<file path="src/rtl/cpu_isa_pkg.sv">
// cpu_isa_pkg: opcodes, control-vector layout and instruction field offsets for the 16-bit CPU
package cpu_isa_pkg;

    localparam logic [3:0] OP_LDA_IMM    = 4'h0;
    localparam logic [3:0] OP_STA_IMM    = 4'h1;
    localparam logic [3:0] OP_CAL_ADD    = 4'h2;
    localparam logic [3:0] OP_CAL_SUB    = 4'h3;
    localparam logic [3:0] OP_CAL_MUL    = 4'h4;
    localparam logic [3:0] OP_CAL_SLT    = 4'h5;
    localparam logic [3:0] OP_IMM_ADD    = 4'h6;
    localparam logic [3:0] OP_IMM_SUB    = 4'h7;
    localparam logic [3:0] OP_IMM_MUL    = 4'h8;
    localparam logic [3:0] OP_BAF_IMMSUB = 4'h9;
    localparam logic [3:0] OP_BAF_REGSUB = 4'hA;
    localparam logic [3:0] OP_NONE       = 4'hF;

    // Control vector is {alufunc, branch, flush, regwrite, memwrite, memtoreg, immediate, forward}
    localparam int CB_FORWARD   = 0;
    localparam int CB_IMMEDIATE = 1;
    localparam int CB_MEMTOREG  = 2;
    localparam int CB_MEMWRITE  = 3;
    localparam int CB_REGWRITE  = 4;
    localparam int CB_FLUSH     = 5;
    localparam int CB_BRANCH    = 6;
    localparam int CB_ALUFUNC   = 7;
    localparam int CTRL_LOW_W   = 7;

    function automatic int ctrl_w(input int alufunc_w);
        return alufunc_w + CTRL_LOW_W;
    endfunction

    // Instruction is {opcode, rd, rs, rt/imm} from the MSB down
    function automatic int rt_lsb(input int reg_addr_w);
        return 0 * reg_addr_w;
    endfunction

    function automatic int rs_lsb(input int reg_addr_w);
        return reg_addr_w;
    endfunction

    function automatic int rd_lsb(input int reg_addr_w);
        return 2 * reg_addr_w;
    endfunction

    function automatic int op_lsb(input int reg_addr_w);
        return 3 * reg_addr_w;
    endfunction

endpackage

</file>
<file path="src/rtl/opcode_ctrl_rom.sv">
// opcode_ctrl_rom: combinational opcode to control vector, illegal flag and source-register usage
module opcode_ctrl_rom
    import cpu_isa_pkg::*;
#(
    parameter int OPCODE_W  = 4,
    parameter int ALUFUNC_W = 2
) (
    input  logic [OPCODE_W-1:0]             opcode,
    output logic [ALUFUNC_W+CTRL_LOW_W-1:0] ctrl,
    output logic                            illegal,
    output logic                            rs_used,
    output logic                            rt_used
);

    logic [3:0]            op;
    logic [1:0]            af;
    logic [CTRL_LOW_W-1:0] low;

    // Decode the low four opcode bits; any set bit above them makes the opcode illegal
    always_comb begin
        op      = opcode[3:0];
        af      = '0;
        low     = '0;
        illegal = (opcode >> 4) != '0;
        case (op)
            OP_LDA_IMM:    low = 7'b0010111;
            OP_STA_IMM:    low = 7'b0001010;
            OP_CAL_ADD, OP_CAL_SUB, OP_CAL_MUL, OP_CAL_SLT: begin
                af  = 2'(op - OP_CAL_ADD);
                low = 7'b0010001;
            end
            OP_IMM_ADD, OP_IMM_SUB, OP_IMM_MUL: begin
                af  = 2'(op - OP_IMM_ADD);
                low = 7'b0010011;
            end
            OP_BAF_IMMSUB: begin
                af  = 2'b01;
                low = 7'b1100010;
            end
            OP_BAF_REGSUB: begin
                af  = 2'b01;
                low = 7'b1100000;
            end
            OP_NONE:       low = '0;
            default:       illegal = 1'b1;
        endcase
        if (illegal) begin
            af  = '0;
            low = '0;
        end
        ctrl    = {ALUFUNC_W'(af), low};
        rs_used = !(opcode == OPCODE_W'(OP_LDA_IMM) || opcode == OPCODE_W'(OP_NONE));
        rt_used = !illegal && (op inside {OP_CAL_ADD, OP_CAL_SUB, OP_CAL_MUL, OP_CAL_SLT, OP_BAF_REGSUB});
    end

endmodule

</file>
<file path="src/rtl/decode_ctrl_stage.sv">
// decode_ctrl_stage: instruction decode with valid/ready ID/EX register, load-use bubble, flush and illegal counting
module decode_ctrl_stage
    import cpu_isa_pkg::*;
#(
    parameter int OPCODE_W   = 4,
    parameter int REG_ADDR_W = 4,
    parameter int INSTR_W    = OPCODE_W + 3 * REG_ADDR_W,
    parameter int ALUFUNC_W  = 2,
    parameter int ILL_CNT_W  = 8
) (
    input  logic                  i_clk,
    input  logic                  i_rst_n,
    input  logic [INSTR_W-1:0]    i_instr,
    input  logic                  i_valid,
    output logic                  o_ready,
    input  logic                  i_ready,
    input  logic                  i_flush,
    output logic                  o_valid,
    output logic [ALUFUNC_W-1:0]  o_alufunc,
    output logic                  o_branch,
    output logic                  o_flush,
    output logic                  o_regwrite,
    output logic                  o_memwrite,
    output logic                  o_memtoreg,
    output logic                  o_immediate,
    output logic                  o_forward,
    output logic [REG_ADDR_W-1:0] o_rd,
    output logic [REG_ADDR_W-1:0] o_rs,
    output logic [REG_ADDR_W-1:0] o_rt,
    output logic                  o_illegal,
    output logic [ILL_CNT_W-1:0]  o_illegal_cnt
);

    localparam int CTRL_W = ctrl_w(ALUFUNC_W);
    localparam int OP_LSB = op_lsb(REG_ADDR_W);
    localparam int RD_LSB = rd_lsb(REG_ADDR_W);
    localparam int RS_LSB = rs_lsb(REG_ADDR_W);
    localparam int RT_LSB = rt_lsb(REG_ADDR_W);

    logic [OPCODE_W-1:0]   opcode;
    logic [REG_ADDR_W-1:0] rd;
    logic [REG_ADDR_W-1:0] rs;
    logic [REG_ADDR_W-1:0] rt;
    logic [CTRL_W-1:0]     dec_ctrl;
    logic                  dec_illegal;
    logic                  rs_used;
    logic                  rt_used;
    logic [CTRL_W-1:0]     ctrl_q;
    logic                  hazard;
    logic                  accept;

    assign opcode = i_instr[OP_LSB +: OPCODE_W];
    assign rd     = i_instr[RD_LSB +: REG_ADDR_W];
    assign rs     = i_instr[RS_LSB +: REG_ADDR_W];
    assign rt     = i_instr[RT_LSB +: REG_ADDR_W];

    opcode_ctrl_rom #(
        .OPCODE_W (OPCODE_W),
        .ALUFUNC_W(ALUFUNC_W)
    ) u_rom (
        .opcode (opcode),
        .ctrl   (dec_ctrl),
        .illegal(dec_illegal),
        .rs_used(rs_used),
        .rt_used(rt_used)
    );

    // A held load whose destination feeds the incoming instruction must leave before that instruction enters
    assign hazard  = o_valid & o_memtoreg & i_valid & ((rs_used & (rs == o_rd)) | (rt_used & (rt == o_rd)));
    assign o_ready = !i_flush & !hazard & (!o_valid | i_ready);
    assign accept  = i_valid & o_ready;

    assign o_alufunc   = ctrl_q[CB_ALUFUNC +: ALUFUNC_W];
    assign o_branch    = ctrl_q[CB_BRANCH];
    assign o_flush     = ctrl_q[CB_FLUSH];
    assign o_regwrite  = ctrl_q[CB_REGWRITE];
    assign o_memwrite  = ctrl_q[CB_MEMWRITE];
    assign o_memtoreg  = ctrl_q[CB_MEMTOREG];
    assign o_immediate = ctrl_q[CB_IMMEDIATE];
    assign o_forward   = ctrl_q[CB_FORWARD];

    // ID/EX register: load on accept, otherwise empty to a zero-control bubble on flush or downstream take
    always_ff @(posedge i_clk or negedge i_rst_n) begin
        if (!i_rst_n) begin
            o_valid   <= 1'b0;
            ctrl_q    <= '0;
            o_illegal <= 1'b0;
            o_rd      <= '0;
            o_rs      <= '0;
            o_rt      <= '0;
        end else if (accept) begin
            o_valid   <= 1'b1;
            ctrl_q    <= dec_ctrl;
            o_illegal <= dec_illegal;
            o_rd      <= rd;
            o_rs      <= rs;
            o_rt      <= rt;
        end else if (i_flush | i_ready) begin
            o_valid   <= 1'b0;
            ctrl_q    <= '0;
            o_illegal <= 1'b0;
        end
    end

    // Saturating count of illegal opcodes that actually enter the stage
    always_ff @(posedge i_clk or negedge i_rst_n) begin
        if (!i_rst_n)
            o_illegal_cnt <= '0;
        else if (accept && dec_illegal && !(&o_illegal_cnt))
            o_illegal_cnt <= o_illegal_cnt + 1'b1;
    end

endmodule

</file>
<file path="config.mk">
export PLATFORM = sky130hd
export DESIGN_NAME = decode_ctrl_stage
export DESIGN_NICKNAME = d
export VERILOG_FILES = /design/src/rtl/cpu_isa_pkg.sv /design/src/rtl/opcode_ctrl_rom.sv /design/src/rtl/decode_ctrl_stage.sv
export SDC_FILE = /design/constraint.sdc
export NUM_CORES = 1
export LEC_CHECK = 0
export CORE_ASPECT_RATIO = 1.5
export CORE_MARGIN = 4
export CORE_UTILIZATION = 49
export CTS_CLUSTER_DIAMETER = 120
export DETAILED_ROUTE_END_ITERATION = 16
export PLACE_DENSITY = 0.85
export SLEW_MARGIN = 20
export SYNTH_ARGS = -nofsm -noshare
export SYNTH_HDL_FRONTEND = slang
export SYNTH_SLANG_ARGS = --single-unit
export TNS_END_PERCENT = 50
</file>
<file path="constraint.sdc">
create_clock -name i_clk -period 3.46 [get_ports i_clk]
set_input_delay 1.038 -clock i_clk [delete_from_list [all_inputs] [get_ports i_clk]]
set_output_delay 1.038 -clock i_clk [all_outputs]
set_load 0.01 [all_outputs]
</file>
**After elaboration in Yosys (flattened, before gate mapping)**

Index checks and enable logic that the tools add are counted.
Widths: inputs -> output; s select.

- $add $sub $neg: 3
- Equality and inequality tests: 13
- Multiplexer cells: 10
- Bitwise operators: 11
- Reductions and logical operators: 17

Operator list:

| operator | number |
|---|---|
| $pmux 7 s6 | 1 |
| $mux 9 | 2 |
| $eq 4x3->1 const B | 4 |
| $eq 4x4->1 const B | 4 |
| $reduce_or 12->1 | 1 |
| $add 8x1->8 const B | 1 |
| $and 1x1->1 | 8 |
| $eq 4x2->1 const B | 2 |
| $eq 4x4->1 | 2 |
| $reduce_and 8->1 | 1 |
| $mux 7 | 1 |
| $pmux 2 s3 | 1 |
| $logic_not 1->1 | 5 |
| $reduce_bool 5->1 | 1 |
| $eq 4x1->1 const B | 1 |
| $logic_not 4->1 | 1 |
| $mux 1 | 4 |
| $reduce_or 4->1 | 1 |
| $sub 2x2->2 const B | 2 |
| $logic_and 1x1->1 | 3 |
| $or 1x1->1 | 3 |
| $reduce_or 3->1 | 1 |
| $mux 2 | 1 |
| $reduce_bool 2->1 | 1 |
| other kinds (2) | 2 |

- Bits in registers: 31
- Input port bits: 21
- Output and inout bits: 32
- Word-level logic and storage cells: 61

**Logic depth before layout (Yosys ltp)**

- Word-level depth: 12
- Mapped depth: 8
- Mapped depth without buffers: 6

**By module**

Synthesis repeated with hierarchy kept, for this count alone.

- Cell total of the unflattened synthesis: 153
- Area, all modules: 1,630.3 µm²

By module, submodules not included:

| module | instances | cells each | area an instance (µm²) | seq. area each (µm²) |
|---|---|---|---|---|
| decode_ctrl_stage | 1 | 127 | 1,417.6 | 775.7 |
| opcode_ctrl_rom | 1 | 26 | 212.7 | 0.0 |

**Least setup slack after synthesis**

Ideal clock, no wire load.

- Path type: input to output
- Start point: input i_instr[12]
- End point: output o_ready
- Data arrival time: 1,872 ps
- Required time: 2,422 ps
- Path slack: 550 ps
- Cell stages on the path: 4
- Buffers on the path: 0
- Path through: or4_4 > nand2_2 > o31ai_1 > nor2_1

- Cells in the longest elaborated chain, start to end: 9
- Elaborated cells between the ends (all ways): 24
- Those cells by class: 11 x eq/ne; 6 x bitwise; 7 x reduce/logical

Ends and longest elaborated chain:

| element | line | text |
|---|---|---|
| start: declaration | decode_ctrl_stage.sv:13 | `input logic [INSTR_W-1:0] i_instr,` |
| $eq 4x1->1, or another cell as far along | opcode_ctrl_rom.sv:25 | `case (op)` |
| $reduce_or 12->1 (no line), or another cell as far along | -- |  |
| $logic_and 1x1->1 or $logic_not 1->1 (tied branches) | opcode_ctrl_rom.sv:53, opcode_ctrl_rom.sv:52 |  |
| $and 1x1->1 | decode_ctrl_stage.sv:69 | `assign hazard = o_valid & o_memtoreg & i_valid & ((rs_used & (rs == o_rd)) \| (rt_used & (rt == o_rd)));` |
| $or 1x1->1 (*) | decode_ctrl_stage.sv:69 |  |
| $and 1x1->1 (*) | decode_ctrl_stage.sv:69 |  |
| $logic_not 1->1 (*) | decode_ctrl_stage.sv:70 | `assign o_ready = !i_flush & !hazard & (!o_valid \| i_ready);` |
| $and 1x1->1 (*) (2 in a row) | decode_ctrl_stage.sv:70 |  |
| end: declaration | decode_ctrl_stage.sv:15 | `output logic o_ready,` |

Mark *: on every way between the ends. The rest lies on a longest branch, timed or not.

**Worst setup path after layout**

- Start point: input i_instr[13]
- End point: output o_ready

The elaborated chain is that of the path after synthesis.

==> metrics.md <==
| Metric | Value |
|---|---|
| Status | completed |
| Detail Route Antenna Nets | 0 |
| Die area | around 4200 um^2 |
| EDFF count, synth | 0 |
| Syn Area/Cell | 12.05 um^2 |
| Minimum clock period | ~3400 ps |
| Slack of the critical path | ~52 ps |
| Post-detail-place hpwl | ~3.0 mm |
| Worst path top cell family by delay | simple AND/OR/NAND/NOR gates |
| Final WL | ~4.2 mm |
| Die Y | 77.25 um |
| Buf+Inv Stages, Crit Path | 2 |
| Vias in the first global route | between 1000 and 1500 |
| Critical path type | primary input to output pin |
| Syn Nets | about 150 |
| Crit share post-route | 0.9849 |
| Mapped Area | roughly 1600 um^2 |
| Most common cell in the netlist | dfrtp_1 |
| Number of diodes | 0 |
| Leak pwr | between 0.001 and 0.0015 uW |
| Arr. time, crit path | around 2400 ps |
| CP Max Fanout | 2 |
| Synth unique cells | 38 |
| Yosys reg bits | 29 |
| Worst Hold Class | register to register |
| Max Fclk | between 200 and 300 MHz |
| Clk_skew | roughly 3.0 ps |
| Reg clk slew, reported paths | about 60 ps |
| Total Neg Setup Slack | 0 ps |
| Largest net degree at the start of global routing | 30 |
| First-pass GRT wire length | roughly 6.8 mm |
| Worst-Skew Late Latency | around 280 ps |
| Max Root-Sink Buffers | 2 |
| Cell accounting for the most synthesized area | dfrtp_1 |
| # IOs | 53 |
| Die W | about 54 um |
| Share of cells above drive strength 1 | 0.2121 |
| Yosys top cell area share | 0.4633 |
| Critical-path cell list | clkdlybuf4s50_1 -> or4_4 -> nand2_2 -> o31ai_1 -> nor2_1 -> buf_2 |
| Via Count | 1262 |
| Share of flip-flops with an asynchronous set or reset | 1.000 |
| Initial drt markers | 37 |
| Worst path max stage delay | approximately 500 ps |
| DR pass1 iterations | 4 |
| IR drop worst, VDD | ~360 uV |
| Placer Congestion | between 0.8 and 0.9 |
| Dpl ws | -386.0 ps |
| Core area | ~3000 um^2 |
| Synthesis-to-finish area growth | 46.17% |
| Main synth FF type | dfrtp_1 |
| Warnings from Yosys | 0 |
| Worst-Margin Slew | 617.7 ps |
| Worst setup SP type | primary input |
| Clock Sinks | 29 |
| Final hold vios | 0 |
| Number of port buffers | 52 |
| Slowest CP cell | or4_4 |
| DRC | 0 |
| TritonCTS clock tree | done |
| FP Rows | 24 |
| GR Overflow Total | 0 |
| Top cells by area, synth | dfrtp_1, mux2_4, xnor2_1, mux2i_1, buf_12 |
| Routed length per placed instance | between 15 and 20 um |
| Crit. End Element | output pin |
| # nets final | ~220 |
| Final setup fails | 0 |
| Hold Worst Slack | 514.1 ps |
| Num CTS Buffers | 5 |
| CP Data Required Time | 2420 ps |
| Root buf cell | clkbuf_8 |
| Sequential fraction of the synthesis area | 0.4633 |
| Vias/cell | approximately 5.3 |
| Worst relative slew slack | 0.5866 |
| Gate Count Post-Synth | 130 |
| Initial Utilization | 0.5217 |
| GRT Util Overall | 0.2248 |
| Max_cap viols | 0 |
| CTS HTree Levels | 2 |
| P per Cell Area | between 400 and 500 nW/um^2 |
| Initial antenna violation count | 0 |
| Most frequent cells after synthesis | dfrtp_1, xnor2_1, mux2_4 |
| Max-slew violation count | 0 |
==> timing repair <==
| item | 4_1_cts | 5_1_grt |
|---|---|---|
| setup endpoints to repair | 1 | 1 |
| resized for setup | 9 | 4 |
| setup buffers | 1 | 1 |
| pin swaps | 1 | 2 |
| hold buffers | 0 | 0 |
==> worst register-to-register path, delay by kind of cell, from the launching register on <==
family                    cells  cell delay (ps)
and+or+nand+nor               2              600
DFF                           1              430
buffers and inverters         3              380
muxes                         1              370
xor gates and xnor gates      1              300
==> metal layers <==
metal / routed length, um / GRT usage / up-vias
li1: - / - / 589
met1: 1555 / 0.2428 / 620
met2: 2319 / 0.3837 / 45
met3: 236 / 0.07558 / 8
met4: 79 / 0.08728 / 0
met5: 0 / 0 / -
==> path summary, 6_finish.rpt <==
| path | depth (start not counted) | startpoint | slack, ps | endpoint |
|---|---|---|---|---|
| max in group asynchronous | 2 | i_rst_n | 2050 | ctrl_q[1]$_DFFE_PN0P_ |
| setup reg to reg | 7 | o_rd[3]$_DFFE_PN0P_ | 1270 | o_rd[1]$_DFFE_PN0P_ |
| hold / removal | 1 | o_rs[2]$_DFFE_PN0P_ | 510 | o_rs[2]$_DFFE_PN0P_ |
| min in group asynchronous | 2 | i_rst_n | 1140 | o_rs[0]$_DFFE_PN0P_ |
| hold reg to reg | 1 | o_rs[2]$_DFFE_PN0P_ | 510 | o_rs[2]$_DFFE_PN0P_ |
| setup / recovery | 6 | i_instr[13] | 50 | o_ready |
==> cells by family (layout without fill, tap and decap cells) <==
logic type               Yosys count  count (layout)  share of synthesized area
buffers and inverters              8              76                    0.05671
XOR/XNOR                          15              15                    0.08387
AO/OA/AOI/OAI                     15              15                    0.06230
multiplexers                      23              23                     0.1845
adder cells (fa/ha/maj)            1               1                   0.007986
flip-flops                        29              29                     0.4633
AND/OR/NAND/NOR                   39              39                     0.1414
==> placed cells by master (no fill, tap or decap), drive strengths merged, types with 2 or more instances in the layout <==
cell,Yosys,final
and3,4,4
dfrtp,29,29
clkbuf,0,7
clkdlybuf4s50,0,47
xnor2,12,12
and2b,2,2
mux2i,9,9
dlygate4sd2,0,2
a31oi,2,2
nand4,4,4
xor2,3,3
buf,7,16
o21bai,2,2
dlymetal6s2s,0,2
mux2,14,14
and2,2,2
nor2,5,5
a21oi,4,4
o21ai,2,2
nand2,10,10
nand3,5,5
==> layout make-up <==
| cell class | count | area [um^2] |
|---|---|---|
| sequential | 29 | 725.7 |
| clock buffer | 7 | 96.34 |
| fill | 197 | 713.2 |
| tap | 39 | 48.80 |
| clock inverter | 1 | 5.005 |
| inverter | 1 | 3.754 |
| timing repair buffer | 67 | 634.4 |
| multi-input combinational | 93 | 775.7 |
==> flip-flops by register name, summed over array words and instances (netlist names) <==
register,cells
o_rd,4
o_rs,4
ctrl_q,7
o_rt,4
o_illegal_cnt,8
o_illegal,1
o_valid,1
==> report_power, final <==
part	switching, uW	internal (uW)	total [uW]
Combinational	121	187	309
Clock	127	179	306
Sequential	48.6	388	437
Total	297	755	1050
==> through the flow <==
step                      power [uW]  utilization  area [um^2]  instances
final                           1052       0.7625         2290        237
after detailed placement       745.2       0.7154         2148        227
after global placement         732.2       0.7154         2148        227
after floorplan                577.3            -         1567        130
after global routing            1101       0.7625         2290        237
after CTS                       1056       0.7538         2263        236
No activity file was read; power rests on OpenSTA's default activity.
